===== src/rtl/fetch_unit.sv =====
// Instruction fetch: owns the PC, drives a 1-cycle synchronous ROM, buffers words in a prefetch FIFO.
// Issue-to-valid latency is 2 cycles; fetch issue is credit-limited so a ROM return always has a free slot.
module fetch_unit #(
  parameter int ADDR_W = 8,
  parameter int DATA_W = 16,
  parameter int DEPTH  = 2,
  parameter logic [ADDR_W-1:0] RESET_PC = '0
) (
  input  logic              clk,
  input  logic              reset,
  output logic [ADDR_W-1:0] rom_address,
  output logic              rom_read_enable,
  input  logic [DATA_W-1:0] rom_data,
  output logic [DATA_W-1:0] instr_out,
  output logic [ADDR_W-1:0] instr_pc,
  output logic              instr_valid,
  input  logic              instr_ready,
  input  logic              redirect,
  input  logic [ADDR_W-1:0] redirect_pc,
  input  logic              halt,
  output logic [ADDR_W-1:0] pc
);
  localparam int PW = (DEPTH > 1) ? $clog2(DEPTH) : 1;
  localparam int CW = $clog2(DEPTH + 1);

  logic [ADDR_W-1:0] pc_q, pc_d;
  logic              inflight_q, inflight_d;
  logic [ADDR_W-1:0] inflight_pc_q, inflight_pc_d;
  logic [PW-1:0]     rd_ptr_q, rd_ptr_d, wr_ptr_q, wr_ptr_d;
  logic [CW-1:0]     count_q, count_d;
  logic [DATA_W-1:0] mem_dat_q [DEPTH];
  logic [ADDR_W-1:0] mem_pc_q  [DEPTH];
  logic [DATA_W-1:0] last_dat_q;
  logic [ADDR_W-1:0] last_pc_q;

  logic          pop, push, issue;
  logic [CW:0]   credit;

  assign instr_valid = (count_q != '0);
  assign pop         = instr_valid & instr_ready;
  // A return in the redirect cycle belongs to the old stream and is killed.
  assign push        = inflight_q & ~redirect;
  assign credit      = {1'b0, count_q} + (CW+1)'(inflight_q) - (CW+1)'(pop);
  assign issue       = reset & ~halt & (redirect | (credit < (CW+1)'(DEPTH)));

  assign rom_read_enable = issue;
  assign rom_address     = (reset & redirect) ? redirect_pc : pc_q;
  assign pc              = pc_q;

  // Once empty, the outputs keep showing the last word that was consumed.
  assign instr_out = instr_valid ? mem_dat_q[rd_ptr_q] : last_dat_q;
  assign instr_pc  = instr_valid ? mem_pc_q[rd_ptr_q]  : last_pc_q;

  always_comb begin
    pc_d          = pc_q;
    inflight_d    = issue;
    inflight_pc_d = inflight_pc_q;
    rd_ptr_d      = rd_ptr_q + PW'(pop);
    wr_ptr_d      = wr_ptr_q + PW'(push);
    count_d       = count_q + CW'(push) - CW'(pop);
    if (issue) begin
      inflight_pc_d = rom_address;
      pc_d          = rom_address + ADDR_W'(1);
    end else if (redirect) begin
      pc_d = redirect_pc;
    end
    if (redirect) begin
      rd_ptr_d = '0;
      wr_ptr_d = '0;
      count_d  = '0;
    end
  end

  always_ff @(posedge clk or negedge reset) begin
    if (!reset) begin
      pc_q          <= RESET_PC;
      inflight_q    <= 1'b0;
      inflight_pc_q <= '0;
      rd_ptr_q      <= '0;
      wr_ptr_q      <= '0;
      count_q       <= '0;
      last_dat_q    <= '0;
      last_pc_q     <= '0;
      for (int i = 0; i < DEPTH; i++) begin
        mem_dat_q[i] <= '0;
        mem_pc_q[i]  <= '0;
      end
    end else begin
      pc_q          <= pc_d;
      inflight_q    <= inflight_d;
      inflight_pc_q <= inflight_pc_d;
      rd_ptr_q      <= rd_ptr_d;
      wr_ptr_q      <= wr_ptr_d;
      count_q       <= count_d;
      if (pop) begin
        last_dat_q <= instr_out;
        last_pc_q  <= instr_pc;
      end
      if (push) begin
        mem_dat_q[wr_ptr_q] <= rom_data;
        mem_pc_q[wr_ptr_q]  <= inflight_pc_q;
      end
    end
  end
endmodule


===== config.mk =====
export PLATFORM = sky130hd
export DESIGN_NAME = fetch_unit
export DESIGN_NICKNAME = d
export VERILOG_FILES = /design/src/rtl/fetch_unit.sv
export SDC_FILE = /design/constraint.sdc
export NUM_CORES = 1
export LEC_CHECK = 0
export ABC_CLOCK_PERIOD_IN_PS = 4200
export CAP_MARGIN = 20
export CORE_MARGIN = 1.5
export CORE_UTILIZATION = 54
export DETAILED_ROUTE_END_ITERATION = 8
export PLACE_DENSITY = 0.8
export SETUP_SLACK_MARGIN = 0.02
export SYNTH_ARGS = -nofsm -noshare
export SYNTH_HDL_FRONTEND = slang
export SYNTH_SLANG_ARGS = --single-unit
export TNS_END_PERCENT = 5

===== constraint.sdc =====
create_clock -name clk -period 4.2 [get_ports clk]
set_input_delay 0.84 -clock clk [delete_from_list [all_inputs] [get_ports clk]]
set_output_delay 0.84 -clock clk [all_outputs]
set_load 0.1 [all_outputs]

# ---- Yosys cells after proc, flatten, opt, wreduce, memory -nomap -nowiden
# Index checks and enable logic that the tools add are counted.
# Widths: inputs -> output; s select.
dict set report word_totals {
  reg_bits 93
  output_inout_bits 42
  word_cells 56
}
dict set report op_classes {
  add_sub_neg 7
  magnitude_cmp 4
  mux 20
  bitwise 10
  n_reduce_logical 3
}
# op count
set ops {}
lappend ops {{$mux 16} 5}
lappend ops {{$mux 8} 8}
lappend ops {{$bwmux 32} 1}
lappend ops {{$bwmux 16} 1}
lappend ops {{$demux 16 s1} 1}
lappend ops {{$add 8x1->8 const B} 1}
lappend ops {{$demux 8 s1} 1}
lappend ops {{$and 1x1->1} 5}
lappend ops {{$ge 2x2->1 const B} 2}
lappend ops {{$not 1->2} 2}
lappend ops {{$reduce_bool 2->1} 2}
lappend ops {{$add 2x1->3} 1}
lappend ops {{$lt 3x2->1 const B} 1}
lappend ops {{$sub 3x1->3} 1}
lappend ops {{$add 1x1->1} 2}
lappend ops {{$add 2x1->2} 1}
lappend ops {{$lt 2x1->1 const B} 1}
lappend ops {{$mux 1} 2}
lappend ops {{$mux 2} 1}
lappend ops {{$not 1->1} 2}
lappend ops {{$sub 2x1->2} 1}
lappend ops {{$logic_and 1x1->1} 1}
lappend ops {{$or 1x1->1} 1}

# ---- Longest topological paths before layout
# Gate-level depths: netlist of the first run.
dict set report logic_depth {
  word_depth 7
  depth_mapped 12
  ltp_nobuf 10
}

# ---- Least setup slack after synthesis of the first run
# OpenSTA, ideal clock, no wires.
dict set report synth_timing {
  kind {flip-flop to output port}
  startpoint {register count_q[1]}
  endpoint {output instr_out[13]}
  t_arrival_ns 3.125
  slack_ns 0.235
  path_stages_with_launch 5
  n_path_buf 2
  cell_sequence {dfrtp_1 > or2_2 > clkbuf_1 > clkbuf_1 > a21oi_1}
}
dict set report synth_between {
  elab_chain_len 2
}
# element line
set synth_rtl {}
lappend synth_rtl {{start: declaration} 30} ;# logic [CW-1:0] count_q, count_d;
lappend synth_rtl {{start signal: assignment} 94} ;# count_q <= count_d;
lappend synth_rtl {{$reduce_bool 2->1} 39} ;# assign instr_valid = (count_q != '0);
lappend synth_rtl {{net instr_valid} 16} ;# output logic instr_valid,
lappend synth_rtl {{$mux 16} 51} ;# assign instr_out = instr_valid ? mem_dat_q[rd_ptr_q] : last_dat_q;
lappend synth_rtl {{end: declaration} 14} ;# output logic [DATA_W-1:0] instr_out,
# The timed path passes the listed nets, and every way through them passes these cells.

# ---- Worst setup path in the final report of the first run
dict set report layout_timing {
  startpoint {input instr_ready}
  endpoint {output rom_read_enable}
}
dict set report layout_between {
  elab_chain_len 5
}
# element line
set layout_rtl {}
lappend layout_rtl {{start: declaration} 17} ;# input logic instr_ready,
lappend layout_rtl {{$and 1x1->1} 40} ;# assign pop = instr_valid & instr_ready;
lappend layout_rtl {{$sub 3x1->3} 43} ;# assign credit = {1'b0, count_q} + (CW+1)'(inflight_q) - (CW+1)'(pop);
lappend layout_rtl {{$lt 3x2->1} 44} ;# assign issue = reset & ~halt & (redirect | (credit < (CW+1)'(DEPTH)));
lappend layout_rtl {{$or 1x1->1} 44}
lappend layout_rtl {{$and 1x1->1} 44}
lappend layout_rtl {{end: declaration} 12} ;# output logic rom_read_enable,
# Every way passes these cells.

==> qor.txt, run 1 <==
====================================================================================
Cell area after placement                                                  5210 um^2
Synthesis Warnings                                                                 0
Max-Slew Margin vs Limit                                                       34.6%
Total die area                                                             8780 um^2
Starting DRC count in detailed routing                                            94
Clock sink total                                                                  93
Data required time of the critical path                                      3.36 ns
CTS H-tree depth                                                                   3
WP data arrival                                                              2.78 ns
Worst R2R End                                                                  pc[3]
First-pass GRT wire length                                                  14900 um
Critical Path Slowest Stage Cell                                        sky130_fd_sc_hd__fa_1
Hold buffers post-CTS                                                              0
Number of cells upsized or downsized after cts                                     0
Number of global-route vias before repair                                       3164
Sequence of cells on the critical path                                  clkdlybuf4s50_1, nand2_1, nor2_1, o21ai_0, fa_1, and3b_1, a22o_1, buf_12
Cells on worst reg2reg path                                                       11
Async set-reset flop share out of synthesis                                     100%
Antenna violations before repair                                                   0
X dimension of the die                                                       93.7 um
Number of synthesized flops with an enable pin                                     0
Top Ports                                                                         71
Total number of vias                                                            3150
Fraction of layout instances using a drive strength above 1                    26.3%
Count of final max-slew check failures                                             0
Cell variety after synth                                                          42
Final WL                                                                     9000 um
Minimum period implied by the final worst setup slack                        3.62 ns
Cts bufs inserted                                                                  9
RSZ-0062 raised after global routing                                           false
Count of input and output buffers                                                 70
Number of remaining DRC errors                                                     0
Clock root cell                                                         sky130_fd_sc_hd__clkbuf_8
Standard cell core area                                                    7850 um^2
Post-synthesis sequential element count                                           93
Synthesized instance count                                                       397
Final worst clock skew                                                    0.00926 ns
Row count                                                                         32
Kind of end point of the critical path                                    output pin
Net count of the mapped netlist                                                  431
Clock transition at the registers of the reported paths                      0.09 ns
# Post-CTS Setup Buffers                                                           0
Weighted congestion at the end of routability-driven global placement          0.886
Fin. Hold Viols                                                                    0
Area grow syn2layout                                                           22.0%
Max_cap viols                                                                      0
Most used cells in the layout excluding fill and tap cells              sky130_fd_sc_hd__dfrtp_1 (93), sky130_fd_sc_hd__mux2_2 (56), sky130_fd_sc_hd__nand2_1 (38)
CTS Buffer Depth                                                                   2
Largest stage delay on the critical path                                     0.49 ns
Most frequently used flop master after synthesis                        sky130_fd_sc_hd__dfrtp_1
CTS tree                                                                       built
Leftover overflow at the end of global routing                                     0
Mean instance size in the synthesized netlist                              11.2 um^2
Setup crit start kind                                                   primary input
Router iterations before antenna repair                                            5
GRT Overall Usage                                                              22.1%
Commonest non-fill, non-tap cell in the layout                          sky130_fd_sc_hd__dfrtp_1
Pin count of the biggest net entering global routing                              62
Slew @ Worst Pin                                                            0.978 ns
Final net count                                                                  492
Post-synthesis instance area                                               4440 um^2
Kind of critical path                                                         in2out
Post-detailed-route count of antenna-violating nets                                0
HPWL after detailed placement                                                6090 um
Post-synthesis sequential area ratio                                           52.4%
Number of diodes                                                                   0
Number of vias per cell                                                         5.58
Die Span Y                                                                   93.7 um
Source-to-sink clock delay at the later pin of the worst-skew pair           0.35 ns
Max Clock Freq                                                               276 MHz
Kind of path behind the tightest hold check                                 in2async
Setup total negative slack                                                      0 ns
Wirelength per Cell                                                          15.9 um
Setup-violating endpoint count in the final report                                 0
Worst setup slack for register-to-register paths                             1.49 ns
Starting utilization of the core area                                          56.6%
Critical path buffers and inverters                                                2
Area of all placed cells without fillers                                   5420 um^2
Critical R2R Launch                                                       count_q[1]
Result of the run                                                          completed
Critical path's top delay family                                        buffers and inverters
Largest driver fanout on the critical path                                         2
Final worst-path cycle share                                                   86.2%
====================================================================================
-- metal layers --
metal	GRT usage [%]	routed length [um]	up-vias
met4	7.71	42	0
met2	36.1	4600	61
met5	0	0	-
met3	4.37	292	4
met1	29.5	4060	1595
li1	-	-	1490
-- sequential cells by signal, summed over array words and instances, names as in the netlist --
| name | flops |
|---|---|
| mem_dat_q | 32 |
| inflight_pc_q | 8 |
| pc | 8 |
| mem_pc_q | 16 |
| rd_ptr_q | 1 |
| wr_ptr_q | 1 |
| last_dat_q | 16 |
| count_q | 2 |
| last_pc_q | 8 |
| inflight_q | 1 |
-- through the flow --
stage               hold slack, ns  utilization, %  instances  setup slack (ns)
finish                       0.464            69.1        565             0.580
global route                 0.483            69.1        565             0.462
CTS                          0.460            69.1        565             0.587
detailed placement           0.472            66.4        549             0.591
global placement             0.462            66.4        549             0.666
floorplan                    0.451               -        397             0.235
-- how the worst max path moves through the flow --
stage | start | end | slack, ns | depth (start not counted)
after floorplan | count_q[1] | instr_out[13] | 0.24 | 4
after global placement | instr_ready | rom_read_enable | 0.67 | 8
after detailed placement | instr_ready | rom_read_enable | 0.59 | 8
after CTS | instr_ready | rom_read_enable | 0.59 | 8
after global routing | instr_ready | rom_read_enable | 0.46 | 8
final | instr_ready | rom_read_enable | 0.58 | 8
-- area by class of cell --
class / instances / area (um^2)
clock buffers: 10 / 128
clock inverters: 6 / 87.6
fillers: 594 / 2420
inverters: 9 / 33.8
multi-input cells: 267 / 1930
flip-flops and latches: 93 / 2330
well taps: 102 / 128
repair buffers: 78 / 786
-- synthesized netlist by cell type (2+ instances only) --
cell                       instances  area, um^2
sky130_fd_sc_hd__buf_6             3        33.8
sky130_fd_sc_hd__a21oi_1          29         145
sky130_fd_sc_hd__nor2_1           32         120
sky130_fd_sc_hd__clkbuf_1          7        26.3
sky130_fd_sc_hd__o21ai_0          35         175
sky130_fd_sc_hd__ha_1              4        50.1
sky130_fd_sc_hd__buf_2            15        75.1
sky130_fd_sc_hd__mux2_2           56         631
sky130_fd_sc_hd__xor2_1            3        26.3
sky130_fd_sc_hd__inv_1             9        33.8
sky130_fd_sc_hd__nand4_1           4        25.0
sky130_fd_sc_hd__xnor2_1           5        43.8
sky130_fd_sc_hd__nor2b_1           4        25.0
sky130_fd_sc_hd__buf_1             2        7.51
sky130_fd_sc_hd__o21ai_4           2        32.5
sky130_fd_sc_hd__nor3_1            2        10.0
sky130_fd_sc_hd__dfrtp_1          93        2330
sky130_fd_sc_hd__nand2_1          38         143
sky130_fd_sc_hd__mux2i_1          31         310
-- logic make-up (layout without fill, tap and decap cells) --
group | after synthesis | count (layout) | synth area share (%)
compound gates | 75 | 75 | 9.74
xor+xnor | 8 | 8 | 1.58
fa+ha+maj | 5 | 5 | 1.58
buf+inv | 37 | 103 | 4.14
flops | 93 | 93 | 52.4
mux | 88 | 88 | 21.5
simple gates | 91 | 91 | 9.09
-- worst reg2reg max path, delay by kind of cell (launching register included) --
kind	cells	cell delay [ns]
and+or+nand+nor	6	1.00
buffers and inverters	1	0.21
adders and majority gates	1	0.44
DFF	1	0.45
AOI/OAI and AO/OA	3	0.50
Power of run 1 is not shown: default switching activity piles up to over one toggle a cycle in this logic, so the estimate is an artifact.
==> run 2, diff against run 1 <==
--- a/config.mk
+++ b/config.mk
@@ -5,11 +5,11 @@
 export SDC_FILE = /design/constraint.sdc
 export NUM_CORES = 1
 export LEC_CHECK = 0
-export ABC_CLOCK_PERIOD_IN_PS = 4200
 export CAP_MARGIN = 20
 export CORE_MARGIN = 1.5
 export CORE_UTILIZATION = 54
 export DETAILED_ROUTE_END_ITERATION = 8
+export GPL_TIMING_DRIVEN = 0
 export PLACE_DENSITY = 0.8
 export SETUP_SLACK_MARGIN = 0.02
 export SYNTH_ARGS = -nofsm -noshare
==> qor.txt, run 2 (same netlist as run 1, synthesis figures left out) <==
====================================================================================
Result of the run                                                          completed
Wirelength per Cell                                                          16.4 um
Leftover overflow at the end of global routing                                     0
Hold buffers post-CTS                                                              0
Post-detailed-route count of antenna-violating nets                                0
Number of vias per cell                                                         5.60
Total die area                                                             8780 um^2
Setup crit start kind                                                   primary input
CTS Buffer Depth                                                                   2
Most used cells in the layout excluding fill and tap cells              sky130_fd_sc_hd__dfrtp_1 (93), sky130_fd_sc_hd__clkdlybuf4s50_1 (58), sky130_fd_sc_hd__mux2_2 (56)
Final worst clock skew                                                     0.0139 ns
Weighted congestion at the end of routability-driven global placement          0.872
HPWL after detailed placement                                                6780 um
Number of instances in the placed design                                         569
Cts bufs inserted                                                                  9
Kind of path behind the tightest hold check                                 in2async
GRT Overall Usage                                                              24.0%
Area grow syn2layout                                                           23.9%
Registers with the highest flip-flop counts                             mem_dat_q (32), last_dat_q (16), mem_pc_q (16)
First-pass GRT wire length                                                  16300 um
CTS H-tree depth                                                                   3
Antenna violations before repair                                                   0
# Post-CTS Setup Buffers                                                           0
Max Clock Freq                                                               250 MHz
Number of global-route vias before repair                                       3363
Router iterations before antenna repair                                            4
WP data arrival                                                              3.16 ns
Largest register FFs                                                              32
Total number of vias                                                            3278
Row count                                                                         32
Count of final max-slew check failures                                             0
Pin count of the biggest net entering global routing                              60
Slew @ Worst Pin                                                            0.997 ns
Clock sink total                                                                  93
Max-Slew Margin vs Limit                                                       33.4%
Kind of end point of the critical path                                    output pin
Count of input and output buffers                                                 69
Standard cell core area                                                    7850 um^2
Final worst-path cycle share                                                   95.3%
Largest driver fanout on the critical path                                        59
Register with the highest flop count                                       mem_dat_q
Die Span Y                                                                   93.7 um
Data required time of the critical path                                      3.36 ns
Final WL                                                                     9620 um
Clock transition at the registers of the reported paths                      0.09 ns
Number of remaining DRC errors                                                     0
Starting DRC count in detailed routing                                           207
Setup-violating endpoint count in the final report                                 0
Final net count                                                                  512
Source-to-sink clock delay at the later pin of the worst-skew pair           0.36 ns
Fin. Hold Viols                                                                    0
Kind of critical path                                                         in2out
Clock root cell                                                         sky130_fd_sc_hd__clkbuf_8
Fraction of layout instances using a drive strength above 1                    21.5%
Commonest non-fill, non-tap cell in the layout                          sky130_fd_sc_hd__dfrtp_1
Top Ports                                                                         71
Minimum period implied by the final worst setup slack                        4.00 ns
X dimension of the die                                                       93.7 um
CTS tree                                                                       built
Max_cap viols                                                                      0
Cells on worst reg2reg path                                                       12
Number of diodes                                                                   0
RSZ-0062 raised after global routing                                            true
Starting utilization of the core area                                          56.6%
Count of placed standard cells in the final layout, fillers left out             585
====================================================================================
==> run 2: cell types whose count changed in the layout (fill, tap and decap cells not counted), moves of 3 or more <==
cell	delta
sky130_fd_sc_hd__clkbuf_1	+6
sky130_fd_sc_hd__buf_6	+3
sky130_fd_sc_hd__clkdlybuf4s50_1	+23
sky130_fd_sc_hd__buf_12	-9
sky130_fd_sc_hd__dlygate4sd2_1	+8
sky130_fd_sc_hd__buf_2	+14
sky130_fd_sc_hd__buf_4	-32
==> run 2: worst paths after layout <==
path	startpoint	end	slack, ns
setup / recovery	reset	rom_address[2]	0.20
hold / removal	reset	pc[4]	0.44
setup reg to reg	count_q[1]	pc[3]	1.38
hold reg to reg	last_pc_q[4]	last_pc_q[4]	0.49
max in group asynchronous	reset	mem_pc_q[10]	3.12
min in group clk	last_pc_q[4]	last_pc_q[4]	0.49
==> run 2: repair_timing <==
item                       CTS  global route
setup endpoints to repair    9             3
gates resized for setup     16             5
cloned                       0             0
==> run 2: layout make-up <==
cell class,count,area [um^2]
sequential,93,2330
timing repair buffer,70,713
buffer,28,153
clock inverter,6,75.1
fill,612,2340
inverter,9,33.8
tap,102,128
multi-input combinational,267,1940
clock buffer,10,138
==> run 2: critical path, stage by stage <==
cell and delay [ns]:
sky130_fd_sc_hd__buf_4 0.40, sky130_fd_sc_hd__buf_16 0.33, sky130_fd_sc_hd__buf_6 0.18, sky130_fd_sc_hd__nand2_1 0.14
sky130_fd_sc_hd__mux2i_1 0.21, sky130_fd_sc_hd__inv_1 0.15, sky130_fd_sc_hd__dlygate4sd2_1 0.89
==> run 2: per-layer routing <==
metal  GRT usage, %  part of all wire, %  vias to the layer above
met5              0                    0                        -
li1               -                    -                     1522
met2           39.6                   50                       82
met3           5.58                  4.1                       14
met1           32.2                   45                     1660
met4           6.34                  1.1                        0
==> run 2: per-stage QoR <==
| stage | setup TNS [ns] | worst slack [ns] | hold WS (ns) | instance area (um^2) | utilization, % |
|---|---|---|---|---|---|
| after floorplan | 0 | 0.235 | 0.451 | 4440 | - |
| after global placement | -160.04 | -3.42 | 0.461 | 5260 | 67.1 |
| final | 0 | 0.198 | 0.438 | 5510 | 70.2 |
| after global routing | -0.0133 | -0.0133 | 0.460 | 5510 | 70.2 |
| after detailed placement | -1.51 | -0.905 | 0.472 | 5290 | 67.4 |
| after CTS | 0 | 0.0448 | 0.439 | 5490 | 70.0 |
Power of run 2 is left out for the same reason.
